$ cat config.mk
export PLATFORM = sky130hd
export DESIGN_NAME = pipe_stage_elastic
export DESIGN_NICKNAME = d
export VERILOG_FILES = /design/src/rtl/rv_pipe_pkg.sv /design/src/rtl/sat_counter.sv /design/src/rtl/pipe_stage_elastic.sv
export SDC_FILE = /design/constraint.sdc
export NUM_CORES = 1
export LEC_CHECK = 0
export ABC_AREA = 1
export CELL_PAD_IN_SITES_DETAIL_PLACEMENT = 1
export CELL_PAD_IN_SITES_GLOBAL_PLACEMENT = 2
export CORE_MARGIN = 3
export CORE_UTILIZATION = 27
export DETAILED_ROUTE_END_ITERATION = 8
export PLACE_DENSITY_LB_ADDON = 0.1
export SYNTH_ARGS = -nofsm -noshare
export SYNTH_HDL_FRONTEND = slang
export SYNTH_SLANG_ARGS = --single-unit
$ cat constraint.sdc
create_clock -name clk -period 9.1 [get_ports clk]
set_clock_uncertainty 0.05 [all_clocks]
set_input_delay 2.275 -clock clk [delete_from_list [all_inputs] [get_ports clk]]
set_output_delay 2.275 -clock clk [all_outputs]
set_load 0.01 [all_outputs]
$ cat src/rtl/rv_pipe_pkg.sv
// rtl/rv_pipe_pkg.sv - shared pipeline-stage types and constants
// Purpose: state encoding for elastic pipe stages, the bubble control word,
// and ALU op codes referenced by control payloads.
// Ports: none (package).
package rv_pipe_pkg;

  typedef enum logic [1:0] {
    ST_EMPTY = 2'd0,
    ST_ONE   = 2'd1,
    ST_TWO   = 2'd2
  } stage_state_t;

  localparam logic [3:0] ALU_ADD  = 4'h0;
  localparam logic [3:0] ALU_SUB  = 4'h1;
  localparam logic [3:0] ALU_AND  = 4'h2;
  localparam logic [3:0] ALU_OR   = 4'h3;
  localparam logic [3:0] ALU_XOR  = 4'h4;
  localparam logic [3:0] ALU_SLL  = 4'h5;
  localparam logic [3:0] ALU_SRL  = 4'h6;
  localparam logic [3:0] ALU_SRA  = 4'h7;
  localparam logic [3:0] ALU_SLT  = 4'h8;
  localparam logic [3:0] ALU_SLTU = 4'h9;

  // Bubble control: ALU add, alu_src=1 (bit 6), every side-effect flag clear.
  localparam logic [15:0] RV_NOP_CTRL = 16'h0040;

endpackage

$ cat src/rtl/sat_counter.sv
// rtl/sat_counter.sv - saturating up-counter
// Purpose: counts cycles with inc=1, sticking at all-ones.
// Ports: clk, rst (async, active-high), inc (count this cycle),
//        clear (synchronous zero), count (current value).
module sat_counter #(
  parameter int WIDTH = 16
) (
  input  logic             clk,
  input  logic             rst,
  input  logic             inc,
  input  logic             clear,
  output logic [WIDTH-1:0] count
);

  always_ff @(posedge clk or posedge rst) begin
    if (rst) begin
      count <= '0;
    end else if (clear) begin
      count <= '0;
    end else if (inc && (count != {WIDTH{1'b1}})) begin
      count <= count + 1'b1;
    end
  end

endmodule

$ cat src/rtl/pipe_stage_elastic.sv
// rtl/pipe_stage_elastic.sv - two-entry elastic (skid) pipeline stage
// Purpose: decouples upstream/downstream handshakes with a main slot that
// drives the outputs and a skid slot that absorbs one entry when the
// registered in_ready lags a downstream stall.
// Ports: clk, rst (async, active-high), flush (sync kill),
//        in_valid/in_ready/in_data/in_ctrl (upstream),
//        out_valid/out_ready/out_data/out_ctrl (downstream),
//        stall_cnt (saturating count of out_valid & !out_ready cycles).
module pipe_stage_elastic
  import rv_pipe_pkg::*;
#(
  parameter int                DATA_W   = 96,
  parameter int                CTRL_W   = 16,
  parameter logic [CTRL_W-1:0] NOP_CTRL = CTRL_W'(RV_NOP_CTRL),
  parameter int                CNT_W    = 16
) (
  input  logic              clk,
  input  logic              rst,
  input  logic              flush,
  input  logic              in_valid,
  output logic              in_ready,
  input  logic [DATA_W-1:0] in_data,
  input  logic [CTRL_W-1:0] in_ctrl,
  output logic              out_valid,
  input  logic              out_ready,
  output logic [DATA_W-1:0] out_data,
  output logic [CTRL_W-1:0] out_ctrl,
  output logic [CNT_W-1:0]  stall_cnt
);

  stage_state_t      st_q, st_d;
  logic [DATA_W-1:0] main_data_q, skid_data_q;
  logic [CTRL_W-1:0] main_ctrl_q, skid_ctrl_q;
  logic              in_ready_q;
  logic              accept, emit;
  logic              load_main_in, load_main_skid, load_skid;

  assign in_ready  = in_ready_q;
  assign out_valid = (st_q != ST_EMPTY);
  assign accept    = in_valid & in_ready_q;
  assign emit      = out_valid & out_ready;
  assign out_data  = main_data_q;
  // Payload slots are not cleared on drain, so control is masked instead.
  assign out_ctrl  = out_valid ? main_ctrl_q : NOP_CTRL;

  always_comb begin
    st_d           = st_q;
    load_main_in   = 1'b0;
    load_main_skid = 1'b0;
    load_skid      = 1'b0;
    case (st_q)
      ST_EMPTY: begin
        if (accept) begin
          st_d         = ST_ONE;
          load_main_in = 1'b1;
        end
      end
      ST_ONE: begin
        if (accept && emit) begin
          load_main_in = 1'b1;
        end else if (accept) begin
          st_d      = ST_TWO;
          load_skid = 1'b1;
        end else if (emit) begin
          st_d = ST_EMPTY;
        end
      end
      ST_TWO: begin
        if (emit) begin
          st_d           = ST_ONE;
          load_main_skid = 1'b1;
        end
      end
      default: st_d = ST_EMPTY;
    endcase
    // Flush wins over every handshake, including a same-cycle accept.
    if (flush) begin
      st_d           = ST_EMPTY;
      load_main_in   = 1'b0;
      load_main_skid = 1'b0;
      load_skid      = 1'b0;
    end
  end

  always_ff @(posedge clk or posedge rst) begin
    if (rst) begin
      st_q       <= ST_EMPTY;
      in_ready_q <= 1'b1;
    end else begin
      st_q       <= st_d;
      in_ready_q <= (st_d != ST_TWO);
    end
  end

  always_ff @(posedge clk or posedge rst) begin
    if (rst) begin
      main_data_q <= '0;
      main_ctrl_q <= NOP_CTRL;
      skid_data_q <= '0;
      skid_ctrl_q <= NOP_CTRL;
    end else begin
      if (load_main_in) begin
        main_data_q <= in_data;
        main_ctrl_q <= in_ctrl;
      end else if (load_main_skid) begin
        main_data_q <= skid_data_q;
        main_ctrl_q <= skid_ctrl_q;
      end
      if (load_skid) begin
        skid_data_q <= in_data;
        skid_ctrl_q <= in_ctrl;
      end
    end
  end

  sat_counter #(
    .WIDTH(CNT_W)
  ) u_stall_cnt (
    .clk  (clk),
    .rst  (rst),
    .inc  (out_valid & ~out_ready),
    .clear(1'b0),
    .count(stall_cnt)
  );

endmodule

==> metrics.txt, run 1 <==
post-synth top area share 55.42%; Clk pwr share around a third; Final Cell Area 14580 sq um; placed cell area roughly 14000 sq um; Synth Area in Adders less than 1%; Setup-failing EPs final 0; H-tree levels 1; FILL cells ~4500; hold wc startpoint skid_data_q[45]; min-delay worst type reg -> reg; power per cell area 242.1 nW/um^2; FMAX about 0.20 GHz; number of global-route vias before repair 9882; mux contribution to synthesized area 0%; minimum clock period about 4.9 ns; area of the multi-input gates approximately 3800 sq um; Switch Pwr 0.001026 W; Flop pwr share 44.2%; Post-CTS Resized 0; clock transition at the registers of the reported paths approximately 0.060 ns; fin. max-slew vios 0; Static Leak approximately 6.4 nW; XOR/XNOR share of the synthesized area 0.5658%; arrival time worst endpoint 2.62 ns; drt via density between 4 and 5; WP data required just under 7 ns; Total Neg Setup Slack 0 ns; chip height between 200 and 250 microns; Die Area roughly 43000 sq um; P_int between 0.002 and 0.003 W; hold_buf cts 0; fin crit share between 50% and 60%; Max Cap Viol 0; compound-cell area share of the yosys netlist a little over an eighth; root buf cell clkbuf_16; core box area just under 40000 sq um; status completed; number of CTS-inserted buffers 29; syn_nets roughly 1300; Final #Nets between 1000 and 1500; Pre-antenna DRT Iters 4; share of cells above drive strength 1 ~4.8%; worst setup path start st_q[0]; row count around 70; first-pass GRT wire length about 57000 microns; largest cells by area after synthesis dfrtp_1, o211ai_1, nand4_1; port bufs roughly 250; clock sinks ~240; combinational power share between 20 and 25%; placer congestion estimate approximately 0.7; critical path class reg -> out; largest family of logic cells by synthesized area simple AND/OR/NAND/NOR gates; simple-gate portion of the synthesized area around a fifth; Avg Cell Area, Syn 9.084 sq um; Syn. warnings 0; worst slew pin tran between 1 and 1.5 ns; reg2reg start st_q[0]; gr usage total between 10% and 20%; relative slew slack 29.21%; Iteration-0 DRC Markers 546; area leader, netlist dfrtp_1; routed len/inst 18.63 microns; sequential share of the synthesized area between 50% and 60%; Hold Slack 0.4351 ns; Yosys cell types 25; drt drc 0; worst ir drop on vdd between 100 and 150 uV; final wirelength roughly 36000 microns; Initial Util between 20% and 30%; area of the mapped netlist between 10000 and 15000 sq um; postcts setup bufs 0; clock buffer depth 3; IO Count 247; initial antenna violation count 3; #FFs+latches synth 243; register area between 6000 and 7000 sq um; Skew-Pair Late Insertion Delay around 0.55 ns; Die W 206.3 microns; Area Overhead vs Synth 34.57%; GRT overflow 0; pin count of the biggest net entering global routing around 140; kind of end point of the critical path output port; Final Hold Vio Count 0; post-synthesis cell count around 1200; ANT cells 0; Final ANT Viol Nets 0; crit start category flip-flop; vias 9343; Net Sw Frac about 29%; RSZ-0062 raised after global routing no; CTS tree done; DP HPWL between 20000 and 25000 microns; Worst Path Max Fanout 20
==> through the flow <==
stage / worst slack (ns) / instances / power, W / utilization [%]
finish: 4.154 / 1921 / 0.003530 / 37.21
global route: 3.969 / 1921 / 0.003765 / 37.21
CTS: 4.056 / 1921 / 0.003595 / 37.21
detailed placement: 3.692 / 1867 / 0.002387 / 34.74
global placement: 3.693 / 1867 / 0.002364 / 34.74
floorplan: 0.1068 / 1193 / 0.001937 / -
==> cell type report <==
class | count | area share (%)
Sequential cell | 243 | 41.72
Multi-Input combinational cell | 705 | 25.89
Timing Repair Buffer | 257 | 17.52
Clock buffer | 49 | 6.109
Tap cell | 518 | 4.444
Inverter | 144 | 3.775
Clock inverter | 5 | 0.5405
==> per-layer routing <==
| layer | share of wire (%) | global-route usage, % |
|---|---|---|
| met1 | 46 | 23.48 |
| met5 | 0.12 | 0 |
| met3 | 5.0 | 3.292 |
| met2 | 47 | 26.92 |
| met4 | 2.2 | 3.685 |
==> power groups by stage <==
stage	combinational [W]	sequential (W)	clock [W]
after global routing	0.000894	0.00160	0.00127
after floorplan	0.000355	0.00158	0
after detailed placement	0.000807	0.00158	0
after CTS	0.000809	0.00157	0.00122
final	0.000788	0.00156	0.00118
after global placement	0.000789	0.00157	0
==> flip-flops by register name (all words and copies together), names as in the netlist <==
signal,cells
st_q,2
skid_data_q,96
main_ctrl_q,16
out_data,96
u_stall_cnt.count,16
in_ready,1
skid_ctrl_q,16
==> worst max-delay path, cell delays in order (launching register included) <==
cell and delay, ns:
dfrtp_1 0.49, nor2_2 0.82, or2_2 0.24, clkdlybuf4s50_1 0.53
==> synth_stat cells, drive strengths merged <==
cell,instances
a21boi,1
a21oi,3
and2,1
and3,1
buf,47
clkbuf,54
clkinv,1
dfrtp,240
dfstp,3
ha,1
inv,143
nand2,185
nand3,122
nand3b,1
nand4,118
nor2,33
o211ai,113
o21ai,118
or2,1
xnor2,6
xor2,1
==> cells in the final DEF, fill, tap and decap left out, types with 2 or more instances in the layout <==
cell type,count
nor2_1,30
nor2_2,2
bufinv_16,2
dfrtp_1,240
inv_1,142
clkbuf_1,11
clkdlybuf4s50_1,245
xnor2_1,6
clkbuf_8,9
a21oi_1,3
nand3_1,121
nand4_1,118
nand2_1,184
o21ai_0,118
clkinv_2,2
o211ai_1,112
buf_4,11
dfstp_2,3
clkbuf_16,29
==> cell families after synthesis <==
logic type               count (synthesis)
AND/OR/NAND/NOR                        462
buffers and inverters                  245
flip-flops                             243
AO/OA/AOI/OAI                          235
XOR/XNOR                                 7
adder cells (fa/ha/maj)                  1
==> final timing paths <==
check | to | slack, ns | depth (start not counted)
worst max-delay path | out_ctrl[6] | 4.15 | 3
worst min-delay path | skid_data_q[45] | 0.44 | 2
worst max register to register | out_data[37] | 5.54 | 6
worst min register to register | skid_data_q[45] | 0.44 | 2
max in group asynchronous | out_data[65] | 5.54 | 3
min in group asynchronous | out_data[3] | 2.17 | 2
Power figures use the tool's default switching activity.
==> run 2, diff against run 1 <==
CORE_UTILIZATION = 30   (was 27)
clock period = 5.2 ns   (was 9.1 ns; I/O delays follow)
==> run 2 against run 1 <==
Sequential cell count stayed put. Count of clock-buffer cells in the layout decreased by 5. Sequential share of layout area rose by 0.17 points. Final area decreased by 0.39%. First-iteration DRC count down 20%. Critical path type unchanged. Largest cell class unchanged.
==> metrics.txt, run 2 (synthesized netlist as in run 1, its figures left out) <==
WP data required 3.85 ns (-2.93 ns); chip height 196.1 microns (-5.0%); drt via density 5.029 (+3.4%); placed cell area 13620 sq um (about the same); number of global-route vias before repair 9869 (-0.13%); worst slew pin tran 1.055 ns (-0.004661 ns); first-pass GRT wire length 56130 microns (-1.8%); Max Cap Viol 0 (unchanged); fin. max-slew vios 0 (unchanged); commonest non-fill, non-tap cell in the layout clkdlybuf4s50_1; Final ANT Viol Nets 0 (unchanged); critical path's top delay family simple AND/OR/NAND/NOR gates; Clk pwr share 32.2% (-1.2 points); fin crit share 79.28%; pin count of the biggest net entering global routing 118 (-17%); root buf cell clkbuf_16; share of cells above drive strength 1 4.986% (+0.21 points); critical-path cell list nor2_1, buf_4, or2_2, clkdlybuf4s50_1; CP Buf/Inv Count 2 (+1); Final Cell Area 14530 sq um (-0.39%); Pre-antenna DRT Iters 4 (unchanged); postcts setup bufs 0 (unchanged); reg2reg setup slack 2.11 ns (-3.43 ns); combinational power share 22.8% (+0.5 points); Final #Nets 1503 (+0.33%); Flop pwr share 44.9% (+0.7 points); Die W 196.1 microns (-5.0%); power per cell area 417.8 nW/um^2 (+73%); status completed; clock transition at the registers of the reported paths 0.06 ns (about the same); worst reg-to-reg path cell count 7 (+1); placer congestion estimate 0.7375 (+5.0%); R2R Path End out_data[52]; vias 9348 (+0.054%); Net Sw Frac 29.13% (+0.067 points); core box area 35050 sq um (-11%); minimum clock period ~4.1 ns; P_int 0.004301 W (+72%); CTS tree done; gr usage total 17.72% (+0.97 points); Switch Pwr 0.001768 W (+72%); Critical Path Sink out_ctrl[6]; most frequent cells in the layout clkdlybuf4s50_1, dfrtp_1, nand2_1, inv_1, nand3_1; Total Neg Setup Slack 0 ns (unchanged); Initial Util 30.91% (+3.3 points); number of CTS-inserted buffers 29 (unchanged); Skew-Pair Late Insertion Delay 0.54 ns (about the same); reg2reg start st_q[0]; final wirelength 34430 microns (-3.8%); initial antenna violation count 4 (+1); Worst Path Max Fanout 11 (-45%); pre-CTS setup slack 1.493 ns (-2.199 ns); slack of the critical path 1.078 ns (-3.076 ns); WP depth 4 (+1); GRT overflow 0 (unchanged); IO Count 247 (unchanged); kind of end point of the critical path output port; Iteration-0 DRC Markers 435 (-20%); crit start category flip-flop; drt drc 0 (unchanged); clock buffer depth 3 (unchanged); Final Hold Vio Count 0 (unchanged); routed len/inst 18.52 microns (-0.57%); Hold Slack 0.4339 ns (-0.001116 ns); Die Area 38440 sq um (-9.7%); hold_buf cts 0 (unchanged); port bufs 246 (unchanged); DP HPWL 21270 microns (-1.9%); Worst path slowest cell nor2_1; ANT cells 0 (unchanged); crit-path max cell delay 0.78 ns (-0.04 ns); row count 68 (-5.6%); worst ir drop on vdd 241.7 uV (+120%); Post-CTS Resized 0 (unchanged); clock sinks 243 (unchanged); RSZ-0062 raised after global routing no; Setup-failing EPs final 0 (unchanged); Area Overhead vs Synth 34.04%; relative slew slack 29.52% (+0.31 points); arrival time worst endpoint 2.77 ns (+0.15 ns); critical path class reg -> out; H-tree levels 1 (unchanged); Static Leak 6.406 nW (+0.16%); worst setup path start st_q[0]; FMAX between 0.2 and 0.25 GHz; min-delay worst type reg -> reg
[run 2: cell count changes in the layout (fill, tap and decap cells not counted), moves of 2 or more]
cell and change:
buf_12 +4, clkbuf_1 -3, clkbuf_8 -2, clkinv_2 +2, clkinvlp_4 +2
[run 2: per-stage QoR]
| stage | total power (W) | std cells | utilization (%) |
|---|---|---|---|
| global route | 0.006478 | 1859 | 41.44 |
| floorplan | 0.003390 | 1193 | - |
| detailed placement | 0.004168 | 1809 | 38.84 |
| global placement | 0.004121 | 1809 | 38.84 |
| finish | 0.006069 | 1859 | 41.44 |
| CTS | 0.006175 | 1859 | 41.44 |
[run 2: layout make-up]
cell class	instances	area (sq um)
flip-flops and latches	243	6085
repair buffers	262	2643
clock buffers	44	852.1
multi-input cells	705	3772
well taps	455	569.3
fillers	4006	20530
inverters	144	546.8
clock inverters	6	57.56
[run 2: worst min-delay path by stage]
stage,from,endpoint,slack [ns],cells past startpoint
5_1_grt,skid_data_q[12],skid_data_q[12],0.46,2
6_report,skid_data_q[12],skid_data_q[12],0.43,2
3_3_place_gp,skid_data_q[11],skid_data_q[11],0.42,2
4_1_cts,skid_data_q[28],skid_data_q[28],0.44,2
3_5_place_dp,skid_data_q[25],skid_data_q[25],0.42,2
2_1_floorplan,skid_ctrl_q[0],skid_ctrl_q[0],0.40,2
[run 2: layer usage]
metal / routed length, microns / track usage, % / up-vias / part of all wire (%)
li1: - / - / 4500 / -
met1: 15920 / 24.41 / 4609 / 46
met2: 16160 / 29.31 / 182 / 47
met3: 1703 / 3.486 / 49 / 4.9
met4: 595 / 3.406 / 8 / 1.7
met5: 54 / 0 / - / 0.16
[run 2: tightest hold or removal path: stages (launching register included)]
cell and delay, ns:
dfrtp_1 0.34, nand2_1 0.05, o21ai_0 0.06
[run 2: power groups by stage]
stage / combinational (W) / clock [W] / sequential, W
after floorplan: 0.000622 / 0 / 0.00277
after global placement: 0.00138 / 0 / 0.00274
final: 0.00139 / 0.00196 / 0.00273
after CTS: 0.00142 / 0.00203 / 0.00273
after detailed placement: 0.00141 / 0 / 0.00275
after global routing: 0.00156 / 0.00212 / 0.00280
